$ cat src/rtl/uart_pkg.sv
// Shared types and helpers for the UART receive path.
// The entry layout is what the RX FIFO stores and what the CPU side reads back.
package uart_pkg;

   typedef struct packed {
      logic       parity_err;
      logic       frame_err;
      logic [7:0] data;
   } uart_rx_entry_t;

   localparam int FRAME_W   = 12;
   localparam int START_BIT = 0;
   localparam int DATA_LSB  = 1;

   // Only 6, 7 and 8 are honoured as data widths; every other code selects 5 bits.
   function automatic logic [3:0] data_bits(input logic [3:0] number_data);
      case (number_data)
         4'd6, 4'd7, 4'd8: return number_data;
         default:          return 4'd5;
      endcase
   endfunction

endpackage

$ cat src/rtl/uart_rx_sync_fifo.sv
// Show-ahead FIFO of received entries with push/pop/flush and an occupancy counter.
// The head entry is visible combinationally; it reads as zero while empty.
module uart_rx_sync_fifo
   import uart_pkg::*;
#(
   parameter  int DEPTH  = 16,
   localparam int ADDR_W = $clog2(DEPTH)
) (
   input  logic                clk,
   input  logic                rst_n,
   input  logic                flush,
   input  logic                push,
   input  uart_rx_entry_t      push_data,
   input  logic                pop,
   output uart_rx_entry_t      head,
   output logic [ADDR_W:0]     count,
   output logic                full,
   output logic                empty
);

   uart_rx_entry_t    mem [DEPTH];
   logic [ADDR_W-1:0] wr_ptr_reg;
   logic [ADDR_W-1:0] rd_ptr_reg;
   logic [ADDR_W:0]   count_reg;
   logic              do_push;
   logic              do_pop;

   assign full    = (count_reg == (ADDR_W+1)'(DEPTH));
   assign empty   = (count_reg == '0);
   assign count   = count_reg;
   // A full FIFO still accepts a push when the head leaves in the same cycle.
   assign do_push = push & (~full | pop);
   assign do_pop  = pop & ~empty;
   assign head    = empty ? '0 : mem[rd_ptr_reg];

   always_ff @(posedge clk) begin
      if (do_push && !flush) begin
         mem[wr_ptr_reg] <= push_data;
      end
   end

   always_ff @(posedge clk or negedge rst_n) begin
      if (!rst_n) begin
         wr_ptr_reg <= '0;
         rd_ptr_reg <= '0;
         count_reg  <= '0;
      end else if (flush) begin
         wr_ptr_reg <= '0;
         rd_ptr_reg <= '0;
         count_reg  <= '0;
      end else begin
         if (do_push) wr_ptr_reg <= wr_ptr_reg + 1'b1;
         if (do_pop)  rd_ptr_reg <= rd_ptr_reg + 1'b1;
         case ({do_push, do_pop})
            2'b10:   count_reg <= count_reg + 1'b1;
            2'b01:   count_reg <= count_reg - 1'b1;
            default: count_reg <= count_reg;
         endcase
      end
   end

endmodule

$ cat src/rtl/uart_rx_frame_fifo.sv
// UART RX back end: checks parity/stop bits of each raw frame and queues
// {error flags, data} for the CPU, with sticky overrun and a level interrupt.
module uart_rx_frame_fifo
   import uart_pkg::*;
#(
   parameter  int DEPTH   = 16,
   parameter  int IRQ_LVL = 1,
   localparam int ADDR_W  = $clog2(DEPTH)
) (
   input  logic              clk_i,
   input  logic              rst_ni,
   input  logic              frame_valid_i,
   input  logic [11:0]       frame_i,
   input  logic [3:0]        number_data_i,
   input  logic              parity_en_i,
   input  logic              parity_odd_i,
   input  logic              stop_two_i,
   input  logic              rx_en_i,
   input  logic              flush_i,
   input  logic              rd_en_i,
   output logic [7:0]        rx_data_o,
   output logic              rx_parity_err_o,
   output logic              rx_frame_err_o,
   output logic              rx_empty_o,
   output logic              rx_full_o,
   output logic [ADDR_W:0]   rx_count_o,
   output logic              rx_overrun_o,
   output logic              rx_irq_o
);

   logic [3:0]     n_bits;
   logic [3:0]     stop_pos;
   logic [7:0]     data;
   logic           parity_bit;
   uart_rx_entry_t check_entry;
   uart_rx_entry_t stage_entry_reg;
   logic           stage_valid_reg;
   logic           overrun_reg;
   uart_rx_entry_t head;

   assign n_bits   = data_bits(number_data_i);
   assign stop_pos = n_bits + 4'd1 + {3'b000, parity_en_i};

   // Data bits above the configured width are forced to zero.
   for (genvar gi = 0; gi < 8; gi++) begin : g_data
      assign data[gi] = (4'(gi) < n_bits) ? frame_i[DATA_LSB+gi] : 1'b0;
   end

   assign parity_bit             = frame_i[n_bits + 4'd1];
   assign check_entry.data       = data;
   assign check_entry.parity_err = parity_en_i & (^data ^ parity_bit ^ parity_odd_i);
   assign check_entry.frame_err  = frame_i[START_BIT] | ~frame_i[stop_pos]
                                 | (stop_two_i & ~frame_i[stop_pos + 4'd1]);

   always_ff @(posedge clk_i or negedge rst_ni) begin
      if (!rst_ni) begin
         stage_valid_reg <= 1'b0;
         stage_entry_reg <= '0;
         overrun_reg     <= 1'b0;
      end else begin
         stage_valid_reg <= frame_valid_i & rx_en_i & ~flush_i;
         if (frame_valid_i && rx_en_i) stage_entry_reg <= check_entry;
         if (flush_i) begin
            overrun_reg <= 1'b0;
         end else if (stage_valid_reg && rx_full_o && !rd_en_i) begin
            overrun_reg <= 1'b1;
         end
      end
   end

   uart_rx_sync_fifo #(.DEPTH(DEPTH)) u_fifo (
      .clk       (clk_i),
      .rst_n     (rst_ni),
      .flush     (flush_i),
      .push      (stage_valid_reg),
      .push_data (stage_entry_reg),
      .pop       (rd_en_i),
      .head      (head),
      .count     (rx_count_o),
      .full      (rx_full_o),
      .empty     (rx_empty_o)
   );

   assign rx_data_o       = head.data;
   assign rx_parity_err_o = head.parity_err;
   assign rx_frame_err_o  = head.frame_err;
   assign rx_overrun_o    = overrun_reg;
   assign rx_irq_o        = (rx_count_o >= (ADDR_W+1)'(IRQ_LVL));

endmodule

$ cat config.mk
export PLATFORM = sky130hd
export DESIGN_NAME = uart_rx_frame_fifo
export DESIGN_NICKNAME = d
export VERILOG_FILES = /design/src/rtl/uart_pkg.sv /design/src/rtl/uart_rx_sync_fifo.sv /design/src/rtl/uart_rx_frame_fifo.sv
export SDC_FILE = /design/constraint.sdc
export NUM_CORES = 1
export LEC_CHECK = 0
export ABC_CLOCK_PERIOD_IN_PS = 3400
export CAP_MARGIN = 20
export CORE_UTILIZATION = 61
export CTS_BUF_LIST = sky130_fd_sc_hd__clkbuf_8
export DETAILED_ROUTE_END_ITERATION = 7
export PLACE_DENSITY = 0.87
export SLEW_MARGIN = 0
export SYNTH_ARGS = -nofsm -noshare
export SYNTH_HDL_FRONTEND = slang
export SYNTH_SLANG_ARGS = --single-unit
$ cat constraint.sdc
create_clock -name clk_i -period 3.4 [get_ports clk_i]
set_input_delay 0.51 -clock clk_i [delete_from_list [all_inputs] [get_ports clk_i]]
set_output_delay 0.51 -clock clk_i [all_outputs]
set_load 0.005 [all_outputs]
# Word-level counts from Yosys, hierarchy flattened
# Memory sizes are Yosys's and may differ from the RTL's.
# Cells that the tools add are included.
# totals
wordCells	89
regBits	25
ram_bits	160
out_inout_bits	19
mem_count	1
input_bits	25
# memory_table
memory	depth	word_bits	read_ports	rd_ports_with_merged_regs	write_ports	line_no	text
u_fifo.mem	16	10	1	0	1	uart_rx_sync_fifo.sv:21	uart_rx_entry_t mem [DEPTH];
# classes
addsub	7
n_reduce_logical	13
n_lt_le_gt_ge	12
eq_ne	6
muxes	26
n_bitwise	16
# ops
op	count
$mux W4	5
$add A4 B1 Y4 const B	4
$lt A3 B4 Y1 const A	4
$lt A4 B5 Y1 const B	3
$mux W1	15
$bmux W1 S4	3
$mux W10	1
$pmux W5 S2	1
$eq A4 B3 Y1 const B	2
$lt A1 B4 Y1 const A	2
$lt A2 B4 Y1 const A	2
$reduce_xor A8 Y1	1
$and A1 B1 Y1	6
$reduce_bool A2 Y1	3
$add A5 B1 Y5 const B	1
$eq A5 B5 Y1 const B	1
$ge A5 B1 Y1 const B	1
$logic_not A5 Y1	1
$mux W5	1
$not A1 Y1	5
$sub A5 B1 Y5 const B	1
$add A4 B1 Y4	1
$eq A4 B4 Y1 const B	1
$logic_and A1 B1 Y1	4
other kinds (7)	11

# Logic depth before layout (Yosys ltp)
# logic_depth
depth_word	11
depth_mapped	14
depth_no_buf	12

# By module
# A second synthesis with hierarchy kept.
# hier_totals
cells_unflattened	467
area_unflattened_um2	8171.6
# by_module_without_submodules
mod	area_per_inst_um2	seq_area_each_um2	cells_each	n_inst
uart_rx_sync_fifo	6999.2	5129.9	355	1
uart_rx_frame_fifo	1172.4	300.3	112	1

# Least setup slack after synthesis
# Ideal clock, no wire load.
# synth_path
path_kind	in2reg
startpoint	input number_data_i[2]
endpoint	register stage_entry_reg[8] (netlist name)
n_path_buf	2
required_time_ps	3262
setup_time_ps	138
arrival_ps	3362
path_slack_ps	-100
cell_stages	12
cell_sequence	clkbuf_2 > and3b_1 > clkbuf_1 > o21ai_1 > ha_1 > ha_1 > ha_1 > xnor2_1 > xnor2_2 > mux4_1 > o311ai_1 > a31oi_1
# synth_between
elab_chain_cells	11
word_cells_on_any_way	17
cone_classes	3 x add/sub; 3 x eq/ne; 5 x mux; 5 x bitwise; 1 x reduce/logical
# synth_lines
element	line_no	text
from (decl)	uart_rx_frame_fifo.sv:14	input logic [3:0] number_data_i,
$eq A4 B3 Y1 / $eq A4 B4 Y1 (equally long branches)	uart_pkg.sv:17	case (number_data)
$reduce_or A3 Y1	uart_pkg.sv:17	
$mux W4 *	uart_pkg.sv:17	
$add A4 B1 Y4 * (2 in series)	uart_rx_frame_fifo.sv:42	assign stop_pos = n_bits + 4'd1 + {3'b000, parity_en_i};
$add A4 B1 Y4	uart_rx_frame_fifo.sv:53	| (stop_two_i & ~frame_i[stop_pos + 4'd1]);
$bmux W1 S4	uart_rx_frame_fifo.sv:53	
$mux W1 (not written as such)	uart_rx_frame_fifo.sv:53	
$not A1 Y1	uart_rx_frame_fifo.sv:53	
$and A1 B1 Y1	uart_rx_frame_fifo.sv:53	
$or A1 B1 Y1 *	uart_rx_frame_fifo.sv:53	
to (signal assigned)	uart_rx_frame_fifo.sv:62	if (frame_valid_i && rx_en_i) stage_entry_reg <= check_entry;
to (decl)	uart_rx_frame_fifo.sv:36	uart_rx_entry_t stage_entry_reg;
# Mark *: on every way between the ends. The rest lies on a longest branch, timed or not. The select of a mux whose other input is x is not followed.
# A chain may end at the register's enable or synchronous reset.

# Final worst setup path
# layout_path
startpoint	register u_fifo.rd_ptr_reg[0]
endpoint	output rx_data_o[0]
# layout_between
elab_chain_cells	2
# layout_lines
element	line_no	text
from (decl)	uart_rx_sync_fifo.sv:23	logic [ADDR_W-1:0] rd_ptr_reg;
from (signal assigned)	uart_rx_sync_fifo.sv:53	if (do_pop) rd_ptr_reg <= rd_ptr_reg + 1'b1;
$mem_v2 Z16 W10	n/a	
$mux W10	uart_rx_sync_fifo.sv:34	assign head = empty ? '0 : mem[rd_ptr_reg];
to (decl)	uart_rx_frame_fifo.sv:21	output logic [7:0] rx_data_o,
# Every way passes these cells.

==> out/qor.txt <==
sum of net half-perimeters after detailed placement = 11,900 um
register area = 5430 um^2
final worst path period share = 0.984
endpoint class of the critical path = output pin
non-filler instance count after layout = 734
sink count of the clock tree = 185
critical path's largest stage delay = 560 ps
library cell with the highest instance count after synthesis = edfxtp_1
fraction of layout instances using a drive strength above 1 = 0.238
Setup Viol. Count Final = 0
post-route DRC violation count = 1
sequential element share of the synthesized area = 0.664
worst slew pin tran = 768 ps
fin crit period = 3350 ps
crit path max fanout = 16
power density over cell area = 588 nW/um^2
post-synthesis instance total = 479
count of H-tree levels built during CTS = 4
number of distinct library cells after synthesis = 53
data required time at the worst endpoint = 2890 ps
type of the worst setup path = flip-flop to output pin
antenna violations before repair = 1
Slew Limit Fails = 0
average routed wire per standard cell = 24.0 um
number of detailed-routing iterations run before antenna repair = 7
leading post-synthesis cells by instance count = edfxtp_1, mux4_2, nor2_1
number of design-rule violations left by the first detailed-router iteration = 541
synthesis-stage register bit count = 185
Post-CTS Setup Repair Bufs = 0
Final Skew = 13.4 ps
count of final hold-check violations = 0
antenna viol nets, final = 0
grt ovf = 0
worst min-delay path class = input port to asynchronous set/reset pin
outcome = finished with violations
Site Rows = 41
root buffer cell = clkbuf_8
CTS tree = built
die boundary height = 118 um
global-route wire length before repair = 26,700 um
count of maximum capacitance violations = 0
Peak supply drop = 305 uV
leak pwr = 3.15 nW
Worst setup startpoint = u_fifo.rd_ptr_reg[0]$_DFFE_PN0P_
CP max-delay cell = mux4_2
layout overhead on the synthesized area = 14.9%
number of synthesized flops with an enable pin = 160
ordered list of cells on the worst path = buf_12, mux4_2, mux4_2, nor2b_1, clkdlybuf4s50_1
placed cell count = 701
violated checks = design-rule violations
clock network latency to the later pin of the worst-skew pair = 450 ps
area of the core = 12,800 um^2
post-synthesis average cell area = 17.1 um^2
top flip-flop cell by instance count after synthesis = edfxtp_1
relative slew slack = 0.488
maximum number of pins on one net before global-route repair = 44
gpl congestion = 0.874
aggregate routed wire length = 17,600 um
number of nets in the synthesized netlist = 516
number of primary I/O pins = 44
Post-synth ARST share = 0.135
clock edge transition at the registers on the reported setup and hold paths = 90 ps
Net count, final = 586
total number of vias = 4,818
largest buffer count on any clock path = 2
number of buffers added by the clock tree synthesis step = 17
crit path launch type = flip-flop
initial core utilization = 0.638
setup ws final = 53.8 ps
cell types with the largest area share after synthesis = edfxtp_1, mux4_2, dfrtp_1
routed via count divided by cell count = 6.56
maximum clock frequency = 0.299 GHz
Synth Warn # = 0
Critical Path AT = 2840 ps
max reg flops = 160
hold buffer count at CTS = 0
Mapped Area = 8180 um^2
antenna diode count = 0
number of global-route vias before repair = 4,684
Top cell by count, worst path = mux4_2
area taken by multi-input logic gates = 2610 um^2
critical register-to-register path startpoint = u_fifo.count[0]$_DFFE_PN0P_
I/O Buffers = 43
Synth area leader = edfxtp_1
area fraction of the dominant cell type after synthesis = 0.587
total of fill cells in the finished design = 723
Die Width = 118 um
GRT Total Usage = 0.264
worst setup timing slack at the placement stage = -393 ps
Die Footprint = 13,900 um^2
[metal layers]
metal / vias up / track usage / routed length, um
met3: 35 / 0.0465 / 1370
met2: 307 / 0.465 / 9440
met1: 2441 / 0.333 / 6520
met5: - / 0 / 13
met4: 2 / 0.0873 / 260
li1: 2033 / - / -
[final cells by class]
class / count / area share
well taps: 172 / 0.0229
clock buffers: 17 / 0.0249
inverters: 8 / 0.00319
flip-flops and latches: 185 / 0.578
clock inverters: 15 / 0.0149
multi-input cells: 259 / 0.278
repair buffers: 78 / 0.0787
[power by group]
part / total [mW] / internal (mW) / switching (mW)
Combinational: 1.45 / 0.805 / 0.648
Clock: 1.38 / 0.594 / 0.789
Sequential: 2.69 / 2.56 / 0.128
[critical path: cells and delay by family (launching register included)]
kind / cells / cell delay [ps]
flip-flops: 1 / 470
AND/OR/NAND/NOR: 1 / 170
multiplexers: 2 / 1050
buffers and inverters: 2 / 700
[logic make-up after synthesis]
kind of cell / after synthesis / synth area share
XOR/XNOR: 21 / 0.0243
AO/OA/AOI/OAI: 44 / 0.0336
buffers and inverters: 35 / 0.0196
multiplexers: 65 / 0.166
flip-flops: 185 / 0.664
AND/OR/NAND/NOR: 117 / 0.0740
adder cells (fa/ha/maj): 12 / 0.0184
[cell usage in the layout (no fill, tap or decap), types with 10 or more instances in the layout]
cell | Yosys | layout
nor2b_1 | 11 | 11
xnor2_1 | 11 | 10
buf_4 | 1 | 31
clkbuf_8 | 0 | 17
mux4_2 | 55 | 55
ha_1 | 12 | 11
edfxtp_1 | 160 | 160
clkdlybuf4s50_1 | 0 | 43
nand2_1 | 26 | 26
o21ai_0 | 10 | 10
nor2_1 | 41 | 41
dfrtp_1 | 25 | 24
[final timing paths]
check / endpoint / slack [ps] / cells after the start
max: rx_data_o[0] / 50 / 5
min reg2reg: rx_overrun_o$_DFFE_PN0P_ / 550 / 2
min in group clk_i: rx_overrun_o$_DFFE_PN0P_ / 550 / 2
max reg2reg: u_fifo.mem[13][4]$_DFFE_PP_ / 590 / 8
max in group asynchronous: u_fifo.rd_ptr_reg[0]$_DFFE_PN0P_ / 2710 / 2
min: u_fifo.rd_ptr_reg[3]$_DFFE_PN0P_ / 430 / 2
[timing repair]
action | CTS | global route
setup endpoints to repair | 0 | 4
gates resized for setup | 0 | 3
endpoints found under the hold margin | 0 | 0
[stage by stage]
stage / area (um^2) / total power, mW / hold WS, ps / TNS [ps] / util
final: 9400 / 5.52 / 425 / 0 / 0.733
after global routing: 9400 / 5.74 / 450 / -9.15 / 0.733
after CTS: 9360 / 5.48 / 418 / 0 / 0.730
after detailed placement: 8990 / 4.14 / 528 / -393 / 0.701
after global placement: 8990 / 4.05 / 481 / -199 / 0.701
after floorplan: 8190 / 3.57 / 214 / 0 / -
No activity file was read; power rests on OpenSTA's default activity.
==> patch 1 (same settings) <==
`DEPTH` is set to 16 in 2 places; all go to 8.
--- a/src/rtl/uart_rx_sync_fifo.sv
+++ b/src/rtl/uart_rx_sync_fifo.sv
@@ -3,7 +3,7 @@
 module uart_rx_sync_fifo
    import uart_pkg::*;
 #(
-   parameter  int DEPTH  = 16,
+   parameter  int DEPTH  = 8,
    localparam int ADDR_W = $clog2(DEPTH)
 ) (
    input  logic                clk,
--- a/src/rtl/uart_rx_frame_fifo.sv
+++ b/src/rtl/uart_rx_frame_fifo.sv
@@ -3,7 +3,7 @@
 module uart_rx_frame_fifo
    import uart_pkg::*;
 #(
-   parameter  int DEPTH   = 16,
+   parameter  int DEPTH   = 8,
    parameter  int IRQ_LVL = 1,
    localparam int ADDR_W  = $clog2(DEPTH)
 ) (
Ports: changed (resized rx_count_o); port bits go from 44 to 43. The function was not compared with the original's and may differ.
==> patch 1 against the original RTL <==
Maximum frequency increased by 1.8%; sequential cell count fell by 83; final area fell by 37%; register-to-register slack gained 0.41 ns; sequential share of layout area decreased by 7.7 points; routed wire length is 43% lower; worst setup slack improved by 0.060 ns; total power fell by 41%; synthesized area shrank 39%; die area fell by 39%; combinational power down 34%; non-clock buffer count down 5; global-route usage shrank 0.91 points; critical path type is now primary input to flop; largest power group unchanged.
==> patch 1: results (changes against the original RTL) <==
synth_edf_count: 80  # -50%
syn_avg_cell_area_um2: 14.3  # -16%
num_antenna_cells: 0  # unchanged
insertion_delay_ns: 0.36  # -0.09 ns
wirelength_mm: 9.97  # -43%
htreeDepth: 3  # -1
synth_common_cells: "edfxtp_1 (80), nor2_1 (33), mux4_2 (26), nand2_1 (23), dfrtp_1 (22)"
postCtsSetupRepairBufs: 0  # unchanged
cts_root_buf: "clkbuf_8"
synth_seq_area_share_pct: 59.4  # -6.9 points
path_max_fanout: 6  # -10
drive_gt1_share_pct: 20.6  # -3.2 points
status: "complete, no violations"
io_buffers: 42  # -2.3%
dr.pass1.iters: 4  # -3
slowest_stage: "or4b_1"
skew_ns: 0.0153  # +0.00193 ns
hp-class: "flop to flop"
drt-initial-drc-count: 163  # -70%
dp_hpwl_mm: 7.05  # -41%
grt_util_all_layers_pct: 25.5  # -0.91 points
grt_pass1_wl_mm: 15.9  # -41%
ctsResizeCount: 0  # unchanged
worst_ep_arrival_time_ns: 3.52  # +0.68 ns
synth_fp_nets: 382  # -26%
cts_made_buffers: 9  # -8
async_flop_share_pct: 21.6  # +8.1 points
worst_pin_slew_ns: 0.975  # +0.207 ns
synth_cell_types: 55  # +3.8%
grt_max_degree: 23  # -48%
synthTopCellsByArea: "edfxtp_1 (48%), mux4_2 (12%), dfrtp_1 (11%)"
largest_reg_flops: 80  # -50%
vias_per_cell: 6.17  # -6.0%
ir_worst_vdd_mv: 0.327  # +7.4%
fin_nets: 446  # -24%
cts_buffer_depth: 2  # unchanged
antenna_found_initial: 0  # -1
p_leak_nw: 2.08  # -34%
clkTransAtPathRegs_ns: 0.10
place_ws_ns: -0.209  # +0.184 ns
gp_congestion: 0.971  # +11%
cp_top_family: "compound AO/OA/AOI/OAI gates"
first_global_vias: 3141  # -33%
==> patch 1: cell count changes after synthesis, sizes merged, moves of 5 or more <==
cell	before	now
edfxtp	160	80
nor2b	11	5
buf	10	5
o21ai	15	10
mux4	56	26
mux2i	4	15
nor2	41	33
xor2	8	3
==> patch 1: metal layers <==
metal | part of all wire (%) | track usage (%)
met1 | 39 | 30.0
met2 | 54 | 46.6
met3 | 5.1 | 4.39
met4 | 2.2 | 9.64
met5 | 0 | 0
==> patch 1: path summary, 6_finish.rpt <==
path	startpoint	end	slack [ns]	cells past startpoint
worst max register to register	u_fifo.count[1]	u_fifo.mem[0][4]	1.00	7
worst min register to register	rx_overrun_o	rx_overrun_o	0.50	2
worst max-delay path	number_data_i[1]	stage_entry_reg[8]	0.11	12
min in group asynchronous	rst_ni	rx_overrun_o	0.68	1
worst min-delay path	rx_overrun_o	rx_overrun_o	0.50	2
max in group asynchronous	rst_ni	stage_entry_reg[4]	2.11	1
==> patch 1: per-stage QoR <==
step	area, um^2	cells	power [mW]
floorplan	4970	348	2.03
global placement	5670	503	2.44
detailed placement	5670	503	2.48
CTS	5890	519	3.28
global route	5890	519	3.40
finish	5890	519	3.26
==> patch 1: power by group <==
group | switching (mW) | internal [mW]
Sequential | 0.0789 | 1.41
Clock | 0.399 | 0.418
Combinational | 0.412 | 0.539
==> patch 1: cell families (layout without fill, tap and decap cells) <==
family,Yosys count,in the layout,share of synthesized area [%]
adder cells (fa/ha/maj),9,9,2.27
AO/OA/AOI/OAI,44,44,6.12
multiplexers,49,49,16.6
XOR/XNOR,18,18,3.45
buffers and inverters,29,98,2.44
flip-flops,102,102,59.4
AND/OR/NAND/NOR,97,97,9.65
==> patch 1: area by class of cell <==
cell class	instances	area [um^2]
sequential	102	2950
multi-input combinational	217	1900
fill	497	1920
clock buffer	9	124
timing repair buffer	73	653
clock inverter	7	96.3
tap	102	128
inverter	9	33.8
==> patch 1: worst register-to-register path, cell delays in order, from the launching register on <==
cell and delay [ns]:
dfrtp_1 0.49, inv_1 0.10, ha_1 0.25, nand3b_1 0.15
o21ai_1 0.22, or3_1 0.47, nor3_1 0.18, buf_4 0.24
==> patch 2 (same flow settings) <==
Made on the original files. Reset style: synchronous (`rst_n` and `rst_ni`), changed in 2 clocked blocks.
--- a/src/rtl/uart_rx_sync_fifo.sv
+++ b/src/rtl/uart_rx_sync_fifo.sv
@@ -39,7 +39,7 @@
       end
    end
 
-   always_ff @(posedge clk or negedge rst_n) begin
+   always_ff @(posedge clk) begin
       if (!rst_n) begin
          wr_ptr_reg <= '0;
          rd_ptr_reg <= '0;
--- a/src/rtl/uart_rx_frame_fifo.sv
+++ b/src/rtl/uart_rx_frame_fifo.sv
@@ -52,7 +52,7 @@
    assign check_entry.frame_err  = frame_i[START_BIT] | ~frame_i[stop_pos]
                                  | (stop_two_i & ~frame_i[stop_pos + 4'd1]);
 
-   always_ff @(posedge clk_i or negedge rst_ni) begin
+   always_ff @(posedge clk_i) begin
       if (!rst_ni) begin
          stage_valid_reg <= 1'b0;
          stage_entry_reg <= '0;
Function: differs if rst_ni is asserted again (counterexample within 4 cycles, from zero or initial values and one cycle with rst_ni low); with rst_ni held inactive, the same outputs for 4 cycles.
==> patch 2 against the original RTL <==
Sequential share of layout area shrank 0.68 points; final area up 0.35%; register-to-register slack worse by 0.06 ns; global-route usage is 0.33 points lower; sequential cell count up 4; routed wire length is 2.9% lower; worst setup slack better by 0.034 ns; synthesized area rose by 0.11%; die area is 0.11% higher; critical path type unchanged; highest routed layer is now met4.
Power is not compared: it rests on default switching activity, and its combinational part moved more than twofold at a synthesized area within 25%.
==> patch 2: results (changes against the original RTL) <==
hp-class: "flop to flop"
worst_ep_arrival_time_ns: 2.80  # -0.04 ns
drt-initial-drc-count: 499  # -7.8%
grt_pass1_wl_mm: 26.7  # about the same
synthTopCellsByArea: "edfxtp_1 (59%), mux4_2 (16%), dfxtp_1 (7.1%)"
yosysWarnings: 0  # unchanged
crit-reg2reg-launch: "u_fifo.count[0]"
status: "complete, no violations"
drive_gt1_share_pct: 24.3  # +0.46 points
maxSlewHeadroom_pct: 53.2  # +4.5 points
synth_fp_nets: 524  # +1.6%
r2r_cells: 10  # +2
grt_max_degree: 41  # -6.8%
async_flop_share_pct: 0  # -14 points
synth_edf_count: 160  # unchanged
syn_inst: 486  # +1.5%
place_inst: 711  # +1.4%
grt_util_all_layers_pct: 26.1  # -0.33 points
wirelength_mm: 17.1  # -2.9%
synth_common_cells: "edfxtp_1 (160), mux4_2 (57), nor2_1 (36), dfxtp_1 (29), nand2_1 (29)"
max_freq_mhz: 302  # +1.0%
fin_nets: 597  # +1.9%
antenna_found_initial: 0  # -1
synth_seq_area_share_pct: 65.8  # -0.62 points
dr.pass1.iters: 5  # -2
skew_ns: 0.0173  # +0.00390 ns
dpl_cell_area_mm2: 0.00902  # +0.31%
first_global_vias: 4874  # +4.1%
synth_cell_types: 60  # +13%
place_ws_ns: -0.121  # +0.272 ns
path_max_fanout: 20  # +4
rrSetupSlack_ns: 0.53  # -0.06 ns
fin_area_mm2: 0.00943  # +0.35%
hold_slack_ns: 0.479  # +0.0536 ns
n_fill_cell: 716  # -0.97%
dp_hpwl_mm: 11.8  # -1.0%
insertion_delay_ns: 0.46
vias: 4763  # -1.1%
htreeDepth: 4  # unchanged
gp_congestion: 0.886  # +1.4%
fin_cells: 744  # +1.4%
hold_violations: 0  # unchanged
[patch 2: changes by cell type after synthesis, moves of 4 or more]
cell      delta
dfxtp_1     +29
dfrtp_1     -25
nor3_1       -9
a21boi_0     +6
nand3_1      +6
mux2_2       -5
nor2_1       -5
a21oi_1      -4
and3_1       +4
o21ai_1      -4
[patch 2: cell type report]
type	instances	area share, %
inverter	10	0.398
sequential	189	57.1
timing repair buffer	80	8.04
multi-input combinational	261	28.1
tap	172	2.28
clock buffer	17	2.48
clock inverter	15	1.59
[patch 2: worst paths after layout]
kind / end
max reg2reg: u_fifo.count[3]
max: rx_data_o[5]
min reg2reg: rx_overrun_o
min: rx_overrun_o
[patch 2: critical path, cell delays in order (launching register included)]
cell	delay, ns
dfxtp_2	0.45
clkbuf_16	0.27
mux4_2	0.54
mux4_2	0.50
nor2b_1	0.15
clkdlybuf4s50_1	0.44
[patch 2: logic make-up (layout without fill, tap and decap cells)]
| family | Yosys count | count (layout) | share of synthesized area (%) |
|---|---|---|---|
| muxes | 61 | 61 | 16.2 |
| and+or+nand+nor | 124 | 124 | 7.94 |
| DFF | 189 | 189 | 65.8 |
| adders and majority gates | 13 | 13 | 1.99 |
| xor gates and xnor gates | 19 | 19 | 2.20 |
| AOI/OAI and AO/OA | 44 | 44 | 4.00 |
| buffers and inverters | 36 | 122 | 1.96 |
[patch 2: power by group through the flow]
stage          clock, mW  sequential [mW]  combinational, mW
2_1_floorplan          0             2.58              0.162
3_3_place_gp           0             2.58              0.245
3_5_place_dp           0             2.59              0.257
4_1_cts             1.42             2.54              0.257
5_1_grt             1.51             2.54              0.282
6_report            1.39             2.54              0.261
[patch 2: per-layer routing]
metal / GRT usage [%] / part of all wire, % / vias to the layer above
met4: 6.97 / 1.2 / 0
met2: 46.3 / 55 / 218
met3: 4.60 / 5.8 / 17
li1: - / - / 2056
met5: 0 / 0 / -
met1: 33.1 / 38 / 2472
